[config.mk]
export PLATFORM = sky130hd
export DESIGN_NAME = trainer_sweep_controller
export DESIGN_NICKNAME = d
export VERILOG_FILES = /design/src/rtl/trainer_pkg.sv /design/src/rtl/trainer_dwell_timer.sv /design/src/rtl/trainer_sweep_controller.sv
export SDC_FILE = /design/constraint.sdc
export NUM_CORES = 1
export LEC_CHECK = 0
export ABC_AREA = 1
export ABC_CLOCK_PERIOD_IN_PS = 1450
export BUFFER_PORTS_ARGS = -buffer_cell sky130_fd_sc_hd__buf_2
export CORE_UTILIZATION = 52
export CTS_CLUSTER_DIAMETER = 80
export DETAILED_ROUTE_END_ITERATION = 8
export GPL_ROUTABILITY_DRIVEN = 0
export PLACE_DENSITY = 0.77
export SLEW_MARGIN = 15
export SYNTH_ARGS = -nofsm -noshare
export SYNTH_HDL_FRONTEND = slang
export SYNTH_SLANG_ARGS = --single-unit
[constraint.sdc]
create_clock -name clk -period 1.45 [get_ports clk]
set_input_delay 0.0725 -clock clk [delete_from_list [all_inputs] [get_ports clk]]
set_output_delay 0.0725 -clock clk [all_outputs]
set_load 0.01 [all_outputs]
[src/rtl/trainer_pkg.sv]
// Shared constants and types for the trainer sweep controller.
// Holds gate-select encodings, FSM state enum and the golden truth tables.
package trainer_pkg;

    localparam int unsigned GSEL_W  = 3;
    localparam int unsigned IDX_W   = 2;
    localparam int unsigned TABLE_W = 4;
    localparam int unsigned GATE_W  = 7;

    localparam logic [GSEL_W-1:0] GATE_AND   = 3'd0;
    localparam logic [GSEL_W-1:0] GATE_OR    = 3'd1;
    localparam logic [GSEL_W-1:0] GATE_NOT_A = 3'd2;
    localparam logic [GSEL_W-1:0] GATE_NAND  = 3'd3;
    localparam logic [GSEL_W-1:0] GATE_NOR   = 3'd4;
    localparam logic [GSEL_W-1:0] GATE_XOR   = 3'd5;
    localparam logic [GSEL_W-1:0] GATE_XNOR  = 3'd6;
    localparam logic [GSEL_W-1:0] GATE_RSVD  = 3'd7;

    typedef enum logic [1:0] {
        ST_IDLE,
        ST_APPLY,
        ST_CAPTURE,
        ST_CHECK
    } state_t;

    // Expected table per gate, bit index = {a,b}; reserved entry is all zero.
    localparam logic [TABLE_W-1:0] GOLDEN [8] = '{
        4'b1000,  // AND
        4'b1110,  // OR
        4'b0011,  // NOT_A
        4'b0111,  // NAND
        4'b0001,  // NOR
        4'b0110,  // XOR
        4'b1001,  // XNOR
        4'b0000   // reserved
    };

endpackage

[src/rtl/trainer_dwell_timer.sv]
// Dwell counter for the sweep controller.
// Ports: clk, rst_n (sync, active-low), ena (global freeze), load (latch
// terminal value from dwell, 0 treated as 1), dwell, clr (count to 0),
// inc (count up), tc_c (count has reached terminal value).
module trainer_dwell_timer #(
    parameter int unsigned DWELL_W = 16
) (
    input  logic               clk,
    input  logic               rst_n,
    input  logic               ena,
    input  logic               load,
    input  logic [DWELL_W-1:0] dwell,
    input  logic               clr,
    input  logic               inc,
    output logic               tc_c
);

    logic [DWELL_W-1:0] count_q, count_d;
    logic [DWELL_W-1:0] term_q,  term_d;

    // Next count and terminal value; clear wins over increment.
    always_comb begin
        count_d = count_q;
        term_d  = term_q;
        if (load) begin
            term_d = (dwell == '0) ? '0 : dwell - DWELL_W'(1);
        end
        if (clr) begin
            count_d = '0;
        end else if (inc) begin
            count_d = count_q + DWELL_W'(1);
        end
    end

    always_ff @(posedge clk) begin
        if (!rst_n) begin
            count_q <= '0;
            term_q  <= '0;
        end else if (ena) begin
            count_q <= count_d;
            term_q  <= term_d;
        end
    end

    assign tc_c = (count_q == term_q);

endmodule

[src/rtl/trainer_sweep_controller.sv]
// Sweeps a two-input gate datapath through {a,b}=00,01,10,11, captures the
// selected gate output into a truth table and checks it against the golden
// table for that gate.
// Ports: clk, rst_n (sync, active-low), ena (freeze when low), start,
// step_mode (0 auto / 1 manual), step, gate_sel, dwell, gate_out (datapath
// outputs) -> a, b (datapath drive), busy, done (1-cycle pulse), pass, err,
// table_out (captured table, bit index = {a,b}).
module trainer_sweep_controller
    import trainer_pkg::*;
#(
    parameter int unsigned DWELL_W = 16
) (
    input  logic               clk,
    input  logic               rst_n,
    input  logic               ena,
    input  logic               start,
    input  logic               step_mode,
    input  logic               step,
    input  logic [GSEL_W-1:0]  gate_sel,
    input  logic [DWELL_W-1:0] dwell,
    input  logic [GATE_W-1:0]  gate_out,
    output logic               a,
    output logic               b,
    output logic               busy,
    output logic               done,
    output logic               pass,
    output logic               err,
    output logic [TABLE_W-1:0] table_out
);

    state_t               state_q, state_d;
    logic [IDX_W-1:0]     idx_q, idx_d;
    logic [GSEL_W-1:0]    gsel_q, gsel_d;
    logic                 mode_q, mode_d;
    logic                 step_prev_q, step_prev_d;
    logic                 a_q, a_d;
    logic                 b_q, b_d;
    logic                 busy_q, busy_d;
    logic                 done_q, done_d;
    logic                 pass_q, pass_d;
    logic                 err_q, err_d;
    logic [TABLE_W-1:0]   table_q, table_d;

    logic                 tmr_load;
    logic                 tmr_clr;
    logic                 tmr_inc;
    logic                 tmr_tc;
    logic                 step_edge;
    logic [GATE_W:0]      gate_ext;

    // Pad to 8 entries so every gsel value indexes in range.
    assign gate_ext  = {1'b0, gate_out};
    assign step_edge = step & ~step_prev_q;

    trainer_dwell_timer #(
        .DWELL_W (DWELL_W)
    ) u_timer (
        .clk   (clk),
        .rst_n (rst_n),
        .ena   (ena),
        .load  (tmr_load),
        .dwell (dwell),
        .clr   (tmr_clr),
        .inc   (tmr_inc),
        .tc_c  (tmr_tc)
    );

    // Next-state, capture and output logic.
    always_comb begin
        state_d     = state_q;
        idx_d       = idx_q;
        gsel_d      = gsel_q;
        mode_d      = mode_q;
        step_prev_d = step;
        a_d         = a_q;
        b_d         = b_q;
        done_d      = 1'b0;
        pass_d      = pass_q;
        err_d       = err_q;
        table_d     = table_q;
        tmr_load    = 1'b0;
        tmr_clr     = 1'b0;
        tmr_inc     = 1'b0;

        case (state_q)
            ST_IDLE: begin
                if (start) begin
                    gsel_d   = gate_sel;
                    mode_d   = step_mode;
                    table_d  = '0;
                    pass_d   = 1'b0;
                    idx_d    = '0;
                    a_d      = 1'b0;
                    b_d      = 1'b0;
                    tmr_load = 1'b1;
                    tmr_clr  = 1'b1;
                    err_d    = (gate_sel == GATE_RSVD);
                    state_d  = (gate_sel == GATE_RSVD) ? ST_CHECK : ST_APPLY;
                end
            end
            ST_APPLY: begin
                if (mode_q) begin
                    if (step_edge) begin
                        state_d = ST_CAPTURE;
                    end
                end else if (tmr_tc) begin
                    state_d = ST_CAPTURE;
                end else begin
                    tmr_inc = 1'b1;
                end
            end
            ST_CAPTURE: begin
                table_d[idx_q] = gate_ext[gsel_q];
                tmr_clr        = 1'b1;
                if (idx_q == IDX_W'(3)) begin
                    state_d = ST_CHECK;
                end else begin
                    idx_d      = idx_q + IDX_W'(1);
                    {a_d, b_d} = idx_q + IDX_W'(1);
                    state_d    = ST_APPLY;
                end
            end
            ST_CHECK: begin
                pass_d  = ~err_q & (table_q == GOLDEN[gsel_q]);
                done_d  = 1'b1;
                state_d = ST_IDLE;
            end
            default: begin
                state_d = ST_IDLE;
            end
        endcase

        busy_d = (state_d != ST_IDLE);
    end

    // State register; ena low freezes everything, including done.
    always_ff @(posedge clk) begin
        if (!rst_n) begin
            state_q     <= ST_IDLE;
            idx_q       <= '0;
            gsel_q      <= '0;
            mode_q      <= 1'b0;
            step_prev_q <= 1'b0;
            a_q         <= 1'b0;
            b_q         <= 1'b0;
            busy_q      <= 1'b0;
            done_q      <= 1'b0;
            pass_q      <= 1'b0;
            err_q       <= 1'b0;
            table_q     <= '0;
        end else if (ena) begin
            state_q     <= state_d;
            idx_q       <= idx_d;
            gsel_q      <= gsel_d;
            mode_q      <= mode_d;
            step_prev_q <= step_prev_d;
            a_q         <= a_d;
            b_q         <= b_d;
            busy_q      <= busy_d;
            done_q      <= done_d;
            pass_q      <= pass_d;
            err_q       <= err_d;
            table_q     <= table_d;
        end
    end

    assign a         = a_q;
    assign b         = b_q;
    assign busy      = busy_q;
    assign done      = done_q;
    assign pass      = pass_q;
    assign err       = err_q;
    assign table_out = table_q;

endmodule

# Yosys cells after proc, flatten, opt, wreduce, memory -nomap -nowiden
# Memories as Yosys holds them, arrays and structs flattened.
# Cells that the tools add are included.
# Widths: inputs -> output; s select.
# op_classes
mux,35
bitwise,5
div_mod_pow,0
shifts,0
eq_ne,9
addsub,3
n_reduce_logical,13
mul,0
n_lt_le_gt_ge,4
# ops
operator,n
$mux 16,3
$add 16x1->16 const B,1
$eq 16x16->1,1
$logic_not 16->1,1
$mux 2,8
$sub 16x1->16 const B,1
$mux 4,3
$mux 1,11
$reduce_and 3->1,3
$pmux 1 s2,4
$pmux 2 s4,1
$pmux 4 s2,1
$reduce_bool 2->1,4
$eq 2x2->1 const B,3
$bwmux 4,1
$eq 4x4->1,1
$ge 4x4->1 const B,1
$lt 3x4->1 const B,1
$ne 2x2->1 const B,2
$not 3->4,1
$pmux 2 s2,1
$reduce_and 2->1,2
$reduce_and 4->1,1
$bmux 1 s3,1
other kinds (10),12
# totals
mem_bits_rw,0
regBits,51
memories,1
in_bits,32
latchBits,0
rom_bits,32
elab_cells,84
# mem_list
name,depth,word_bits,read_ports,rd_clocked_by_memory_dff,write_ports,line,source
(name not given),8,4,1,0,0,trainer_sweep_controller.sv:124,pass_d = ~err_q & (table_q == GOLDEN[gsel_q]);

# Logic depth before layout (Yosys ltp)
# Gate-level depths: netlist of run 1.
# logic_depth
ltp_word,7
mapped_depth,14

# Cells and area by module
# Synthesis of run 1 repeated with hierarchy kept, for this count alone.
# unflattened
hier_cells,461
hier_area_um2,3059.2
# by_module_without_submodules
module,instances,area_per_inst_um2,seq_area_each_um2,cells_each
trainer_dwell_timer,1,1986.9,640.6,302
trainer_sweep_controller,1,1072.3,340.3,159

# Worst setup path after synthesis of run 1
# Ideal clock, no wire load.
# synth_path
path_kind,register to register
start,register u_timer.count_q[0]
end,register u_timer.count_q[14]
arrival_time_ps,1397
setup_slack_ps,-18
path_buffers,0
synth_period_minus_slack_ps,1468
stages_incl_launch_ff,10
setup_time_ps,72
path_cell_list,dfxtp_1 ha_1 nand2_1 nor2_1 inv_1 nor2_1 nand4_1 a21oi_1 nand2_1 a21oi_1
# synth_via
elab_chain_len,6
word_cells_on_any_way,9
classes_between,add/sub: 1; eq/ne: 1; mux: 5; reduce/logical: 2
# synth_rtl
element,line,source
"start, declared",trainer_dwell_timer.sv:18,"logic [DWELL_W-1:0] count_q, count_d;"
"start signal, assigned",trainer_dwell_timer.sv:40,count_q <= count_d;
"parallel branches: the longest is 6 deep, another holds $add 16x1->16",n/a,
# Several ways; the timed one is not identified. The select of a mux whose other input is x is not followed.
# A chain may end at the register's enable or synchronous reset.

# Worst setup path in the final report of run 1
# layout_path
start,register u_timer.count_q[6]
end,register u_timer.count_q[13]
# Same word-level chain as after synthesis.

==> summary.md, run 1 <==
| Metric | Value |
|---|---|
| Filler cells | 447 |
| Reg2reg path depth | 12 |
| Yosys warns | 0 |
| Layout cells sized above 1 | 0.357 |
| Worst setup slack after placement | -0.173 ns |
| Critical path arrival | ~1.8 ns |
| FF+latch count, synth | 49 |
| Seq/Total Area, Yosys | 0.326 |
| Number of global-route vias before repair | 3147 |
| First-pass GRT wire length | 13400 um |
| CTS tree | built |
| Routed vias/inst | 5.27 |
| Biggest area consumer among synthesized cells | dfxtp_1 |
| Design Power | 3.12 mW |
| Most used DFF post-synth | dfxtp_1 |
| I/O Buffers | 41 |
| Share of the synthesized area in the top cell type | 0.326 |
| Root Buffer | clkbuf_8 |
| Clock share of power | 0.288 |
| Sw Share | 0.301 |
| CTS H-tree depth | 2 |
| WL final | 8390 um |
| Area Overhead vs Synth | 38.2% |
| Tightest Pin Transition | 0.366 ns |
| R2r endpoint | u_timer.count_q[13] |
| Critical Path RT | approximately 1.7 ns |
| Antenna violations before repair | 0 |
| Hold Vio Cnt, Final | 0 |
| Reg-to-reg startpoint | u_timer.count_q[6] |
| CP Max Fanout | 11 |
| Period utilisation layout | 1.11 |
| DIE WIDTH | around 80 um |
| Clock Pin Slew Worst Setup and Hold Paths | 0.09 ns |
| Post-route ant nets | 0 |
| # rows | 27 |
| Hold Path Sink | gsel_q[0] |
| Slew Limit Headroom | 0.754 |
| Crit end category | flip-flop |
| Final Slew Violations | 0 |
| Synth top area cells | dfxtp_1, nand2_1, inv_1 |
| Fin worst setup slack | -0.155 ns |
| Starting Density | 0.543 |
| Avg Synthesized Cell Area | 6.40 um2 |
| Floorplan die area | 6090 um2 |
| Status | finished, violations left |
| Routed length per instance | 12.7 um |
| DR pass1 iterations | 6 |
| Fraction of registers with async set/reset | 0 |
| TritonCTS Buffers | 5 |
| Antenna fix cells | 0 |
| Later-pin clock latency in the skew report | 0.31 ns |
| Net Count, Synth | approximately 510 |
| Failing checks | negative setup slack |
| Register area | between 1000 and 1500 um2 |
| Max Freq | 623 MHz |
| RSZ-0062 raised after global routing | yes |
| Core Footprint | 5540 um2 |
| Min-Delay Startpoint | gate_sel[0] |
| Lkg Pwr | between 1.5 and 2 nW |
| Vias | 3480 |
| Min-Delay Path Depth | 3 |
| Die height | 78.1 um |
| Setup crit start kind | flip-flop |
| GRT overflow | 0 |
| DRC errors left | 0 |
| Layout Skew | 0.00840 ns |
| Worst R2R Setup Slack | -0.15 ns |
| Mapped Area | between 3000 and 4000 um2 |
| Switching power | 0.939 mW |
| Logic pwr share | 0.247 |
| Initial drt markers | ~140 |
| Num Clock Sinks | between 40 and 50 |
| Final net count | 626 |
| Maxcap violations | 0 |
| Worst vdd rail ir drop | 0.421 mV |
| Total track usage | 0.278 |
| Footprint of the multi-input gates | 1830 um2 |
| Final setup viols | 18 |
| WS Path Type | reg2reg |
| Seq pwr share | 0.465 |
| Tmin final | between 1.5 and 2 ns |
| Clk buf depth | 2 |
| Post-DP HPWL | just over 6000 um |
| Internal | 2.18 mW |
| IO Count | 42 |
| Synthesized instance count | 470 |
| Post-synth EDFFs | 0 |
| Synth cell types | 37 |
| Largest net degree at the start of global routing | 18 |
| Hold crit path type | in2reg |
| Pwr Density | about 750 nW/um2 |
-- Yosys cell counts (7+ instances only) --
cell type	number
nand2_1	116
nor2_1	59
inv_2	11
dfxtp_1	49
nand3_1	30
o22ai_1	10
nor3_1	11
o21ai_0	23
ha_1	7
inv_1	61
xor2_1	12
a21oi_1	26
-- worst max-delay path: stages, from the launching register on --
cell and delay (ns):
dfxtp_2 0.38, inv_2 0.04, nand2_1 0.05, nand2_1 0.05, nor2_1 0.10, nand2_1 0.08, nor2_2 0.15, nand2_1 0.11
nand3_2 0.11, nand2_4 0.09, inv_4 0.13, nand2_1 0.08, a21oi_2 0.15
-- state kept, by name, indices dropped and copies added, names as in the netlist, 2 cells and up --
signal	count
gsel_q	3
idx_q	2
state_q	2
table_out	4
u_timer.count_q	16
u_timer.term_q	16
-- repair_timing --
item	CTS	global route
hold endpoints to repair	1	0
setup buffers	0	5
pin swaps	3	12
gates resized for setup	28	49
endpoints found under the setup margin	28	46
hold buffers	1	0
-- layout by cell type (no fill, tap or decap), types with 3 or more instances in the layout --
cell / instances
nand2_1: 108
buf_4: 74
inv_1: 57
nor2_1: 54
buf_2: 41
nand3_1: 27
dfxtp_1: 25
a21oi_1: 21
dfxtp_2: 19
o21ai_0: 16
inv_2: 15
xor2_1: 12
o22ai_1: 10
nor3_1: 10
a21oi_2: 10
o21ai_1: 7
nand2_2: 7
ha_1: 7
clkbuf_8: 7
nand4_1: 6
nor2_2: 6
dfxtp_4: 5
nor3_2: 4
nor2_4: 3
a31oi_1: 3
o32ai_1: 3
-- worst max path at each step --
stage	from	to	cells after the start
2_1_floorplan	u_timer.count_q[0]	u_timer.count_q[14]	9
3_3_place_gp	u_timer.count_q[0]	u_timer.count_q[11]	7
3_5_place_dp	u_timer.count_q[12]	u_timer.count_q[1]	12
4_1_cts	u_timer.term_q[12]	u_timer.count_q[15]	12
5_1_grt	u_timer.count_q[4]	u_timer.count_q[6]	13
6_report	u_timer.count_q[6]	u_timer.count_q[13]	12
-- layout make-up --
type	count	share of cell area
clock buffer	7	0.0232
clock inverter	1	0.00120
inverter	75	0.0683
multi-input combinational	336	0.439
sequential	49	0.246
tap	72	0.0217
timing repair buffer	120	0.200
-- logic make-up after synthesis --
kind of cell,synth area share
and+or+nand+nor,0.339
buffers and inverters,0.116
AOI/OAI and AO/OA,0.152
DFF,0.326
xor gates and xnor gates,0.0378
adders and majority gates,0.0291
-- per-stage QoR --
step	util	hold WS (ns)	instance area (um2)	std cells	setup TNS (ns)
floorplan	-	0.181	3010	470	0
global placement	0.688	0.287	3810	646	-1.63
detailed placement	0.688	0.289	3810	646	-2.43
CTS	0.718	0.0152	3980	655	-1.46
global route	0.750	0.0573	4160	660	-4.42
finish	0.750	0.0223	4160	660	-2.06
-- power by group through the flow --
stage	Combinational, mW	Clock (mW)	Sequential (mW)
after CTS	0.688	0.911	1.45
after detailed placement	0.669	0	1.48
after global placement	0.653	0	1.48
after global routing	0.856	0.963	1.46
final	0.770	0.900	1.45
after floorplan	0.373	0	1.48
-- metal layers --
| layer | track usage | vias up | wire length [um] |
|---|---|---|---|
| met5 | 0 | - | 0 |
| met4 | 0.104 | 0 | 259 |
| met3 | 0.0395 | 30 | 428 |
| met2 | 0.512 | 127 | 4230 |
| met1 | 0.323 | 1577 | 3480 |
| li1 | - | 1746 | - |
Note: power is estimated with default switching activity, not from simulation.
==> run 2: changes to the inputs <==
--- a/config.mk
+++ b/config.mk
@@ -8,6 +8,7 @@
 export ABC_AREA = 1
 export ABC_CLOCK_PERIOD_IN_PS = 1450
 export BUFFER_PORTS_ARGS = -buffer_cell sky130_fd_sc_hd__buf_2
+export CORE_ASPECT_RATIO = 2
 export CORE_UTILIZATION = 52
 export CTS_CLUSTER_DIAMETER = 80
 export DETAILED_ROUTE_END_ITERATION = 8
==> run 2 against run 1 <==
The run still ends with negative setup slack left. Wire length is 12% higher. Core utilization grew 2.0 points. Critical path depth did not move. Hold slack better by 0.0048 ns. Combinational power grew 11%. Non-clock buffer count rose by 1. Die area grew 0.30%. First-iteration DRC count is 14% higher. Maximum frequency shrank 4.4%. Critical path type unchanged.
==> summary.md, run 2 (synthesis gave the netlist of run 1 again) <==
| Metric | Value |
|---|---|
| Status | finished, violations left |
| Failing checks | negative setup slack |
| Critical path arrival | 1.89 ns |
| Num Clock Sinks | 49 |
| WS Path Type | reg2reg |
| CTS H-tree depth | 2 |
| Final core occ | 0.770 |
| Total track usage | 0.285 |
| RSZ-0062 raised after global routing | yes |
| DR pass1 iterations | 4 |
| Lkg Pwr | 1.91 nW |
| Critical Path RT | 1.66 ns |
| Vias | 3587 |
| Post-route ant nets | 0 |
| I/O Buffers | 41 |
| Worst vdd rail ir drop | 0.983 mV |
| Area Overhead vs Synth | 41.1% |
| Max Freq | ~600 MHz |
| DIE WIDTH | 55.8 um |
| CP Max Fanout | 7 |
| Layout Skew | between 0.01 and 0.015 ns |
| Number of global-route vias before repair | 3297 |
| CTS tree | built |
| Setup crit start kind | flip-flop |
| CP peak stage delay | 0.39 ns |
| Slew Limit Headroom | 0.706 |
| IO Count | between 40 and 50 |
| DRC errors left | 0 |
| Root Buffer | clkbuf_8 |
| WL final | approximately 9400 um |
| Filler cells | 407 |
| Hold crit path type | in2reg |
| Tightest Pin Transition | around 0.44 ns |
| Clk buf depth | 2 |
| Antenna violations before repair | 0 |
| Maxcap violations | 0 |
| Setup tns final | -3.34 ns |
| CP max stage cell | dfxtp_2 |
| Final setup viols | 20 |
| Die height | 110 um |
| Core Footprint | 5520 um2 |
| First-pass GRT wire length | 13500 um |
| Layout cells sized above 1 | 0.394 |
| Commonest cells after routing, fill and taps aside | nand2_1, buf_4, inv_1 |
| Fin worst setup slack | -0.229 ns |
| Critical path cell sequence | inv_2 -> nand2_1 -> nand2_1 -> nor2_1 -> nand2_1 -> nor2_4 -> nand2_2 -> nand3_4 -> nand2_8 -> buf_12 -> a21oi_1 -> nor2_1 |
| Starting Density | 0.546 |
| Initial drt markers | 157 |
| Post-DP HPWL | 6480 um |
| TritonCTS Buffers | 5 |
| Later-pin clock latency in the skew report | 0.32 ns |
| Commonest non-fill, non-tap cell in the layout | nand2_1 |
| Routed length per instance | 14.5 um |
| Period utilisation layout | 1.16 |
| Largest net degree at the start of global routing | 18 |
| Clock Pin Slew Worst Setup and Hold Paths | 0.09 ns |
| Pwr Density | 732 nW/um2 |
| Hold Slack | 0.0271 ns |
| Tmin final | 1.68 ns |
| Routed vias/inst | 5.53 |
| Floorplan die area | 6110 um2 |
| GRT overflow | 0 |
| Final Slew Violations | 0 |
| Antenna fix cells | 0 |
| Hold Vio Cnt, Final | 0 |
| Final net count | 627 |
| Design Power | 3.11 mW |
| Crit-path most repeated cell | nand2_1 |
| Crit end category | flip-flop |
| # rows | 38 |
-- run 2: worst paths after layout --
kind / start / end / slack (ns) / cells after the start
max: u_timer.count_q[9] / u_timer.count_q[8] / -0.23 / 12
min: gate_sel[0] / gsel_q[0] / 0.03 / 3
max reg2reg: u_timer.count_q[9] / u_timer.count_q[8] / -0.23 / 12
min reg2reg: step_prev_q / step_prev_q / 0.48 / 2
-- run 2: layout make-up --
class                      instances  area [um2]  share of cell area
multi-input combinational        336        1920               0.453
sequential                        49        1020               0.240
timing repair buffer             121         858               0.202
inverter                          75         287              0.0675
tap                               60        75.1              0.0177
clock buffer                       6        72.6              0.0171
clock inverter                     2        10.0             0.00236
-- run 2: worst max-delay path, delay by kind of cell, from the launching register on --
kind                   cells  cell delay [ns]
and+or+nand+nor            9             0.82
DFF                        1             0.39
buffers and inverters      2             0.20
AOI/OAI and AO/OA          1             0.14
-- run 2: report_power, final --
| part | internal [mW] | switching [mW] | total, mW | leakage [nW] |
|---|---|---|---|---|
| logic | 0.380 | 0.477 | 0.857 | 1.45 |
| registers | 1.40 | 0.0473 | 1.45 | 0.410 |
| clock network | 0.335 | 0.466 | 0.801 | 0.0450 |
| total | 2.12 | 0.990 | 3.11 | 1.91 |
-- run 2: timing repair --
action | in CTS | in global routing
resized for setup | 38 | 66
gates cloned | 0 | 1
hold buffers | 1 | 0
setup buffers | 4 | 3
pin swaps | 9 | 25
endpoints found under the hold margin | 1 | 0
setup endpoints to repair | 24 | 39
-- run 2: through the flow --
| stage | setup WS, ns | instances | area (um2) |
|---|---|---|---|
| 4_1_cts | -0.115 | 645 | 3990 |
| 3_5_place_dp | -0.202 | 632 | 3780 |
| 6_report | -0.229 | 649 | 4250 |
| 2_1_floorplan | 0.0290 | 470 | 3010 |
| 5_1_grt | -0.345 | 649 | 4250 |
| 3_3_place_gp | -0.124 | 632 | 3780 |
-- run 2: routing by layer --
layer	part of all wire	vias to the layer above	global-route usage	wire, um
met3	0.039	53	0.0412	368
met1	0.33	1643	0.238	3140
met4	0.065	0	0.175	610
met2	0.56	136	0.597	5310
met5	0	-	0	0
li1	-	1755	-	-
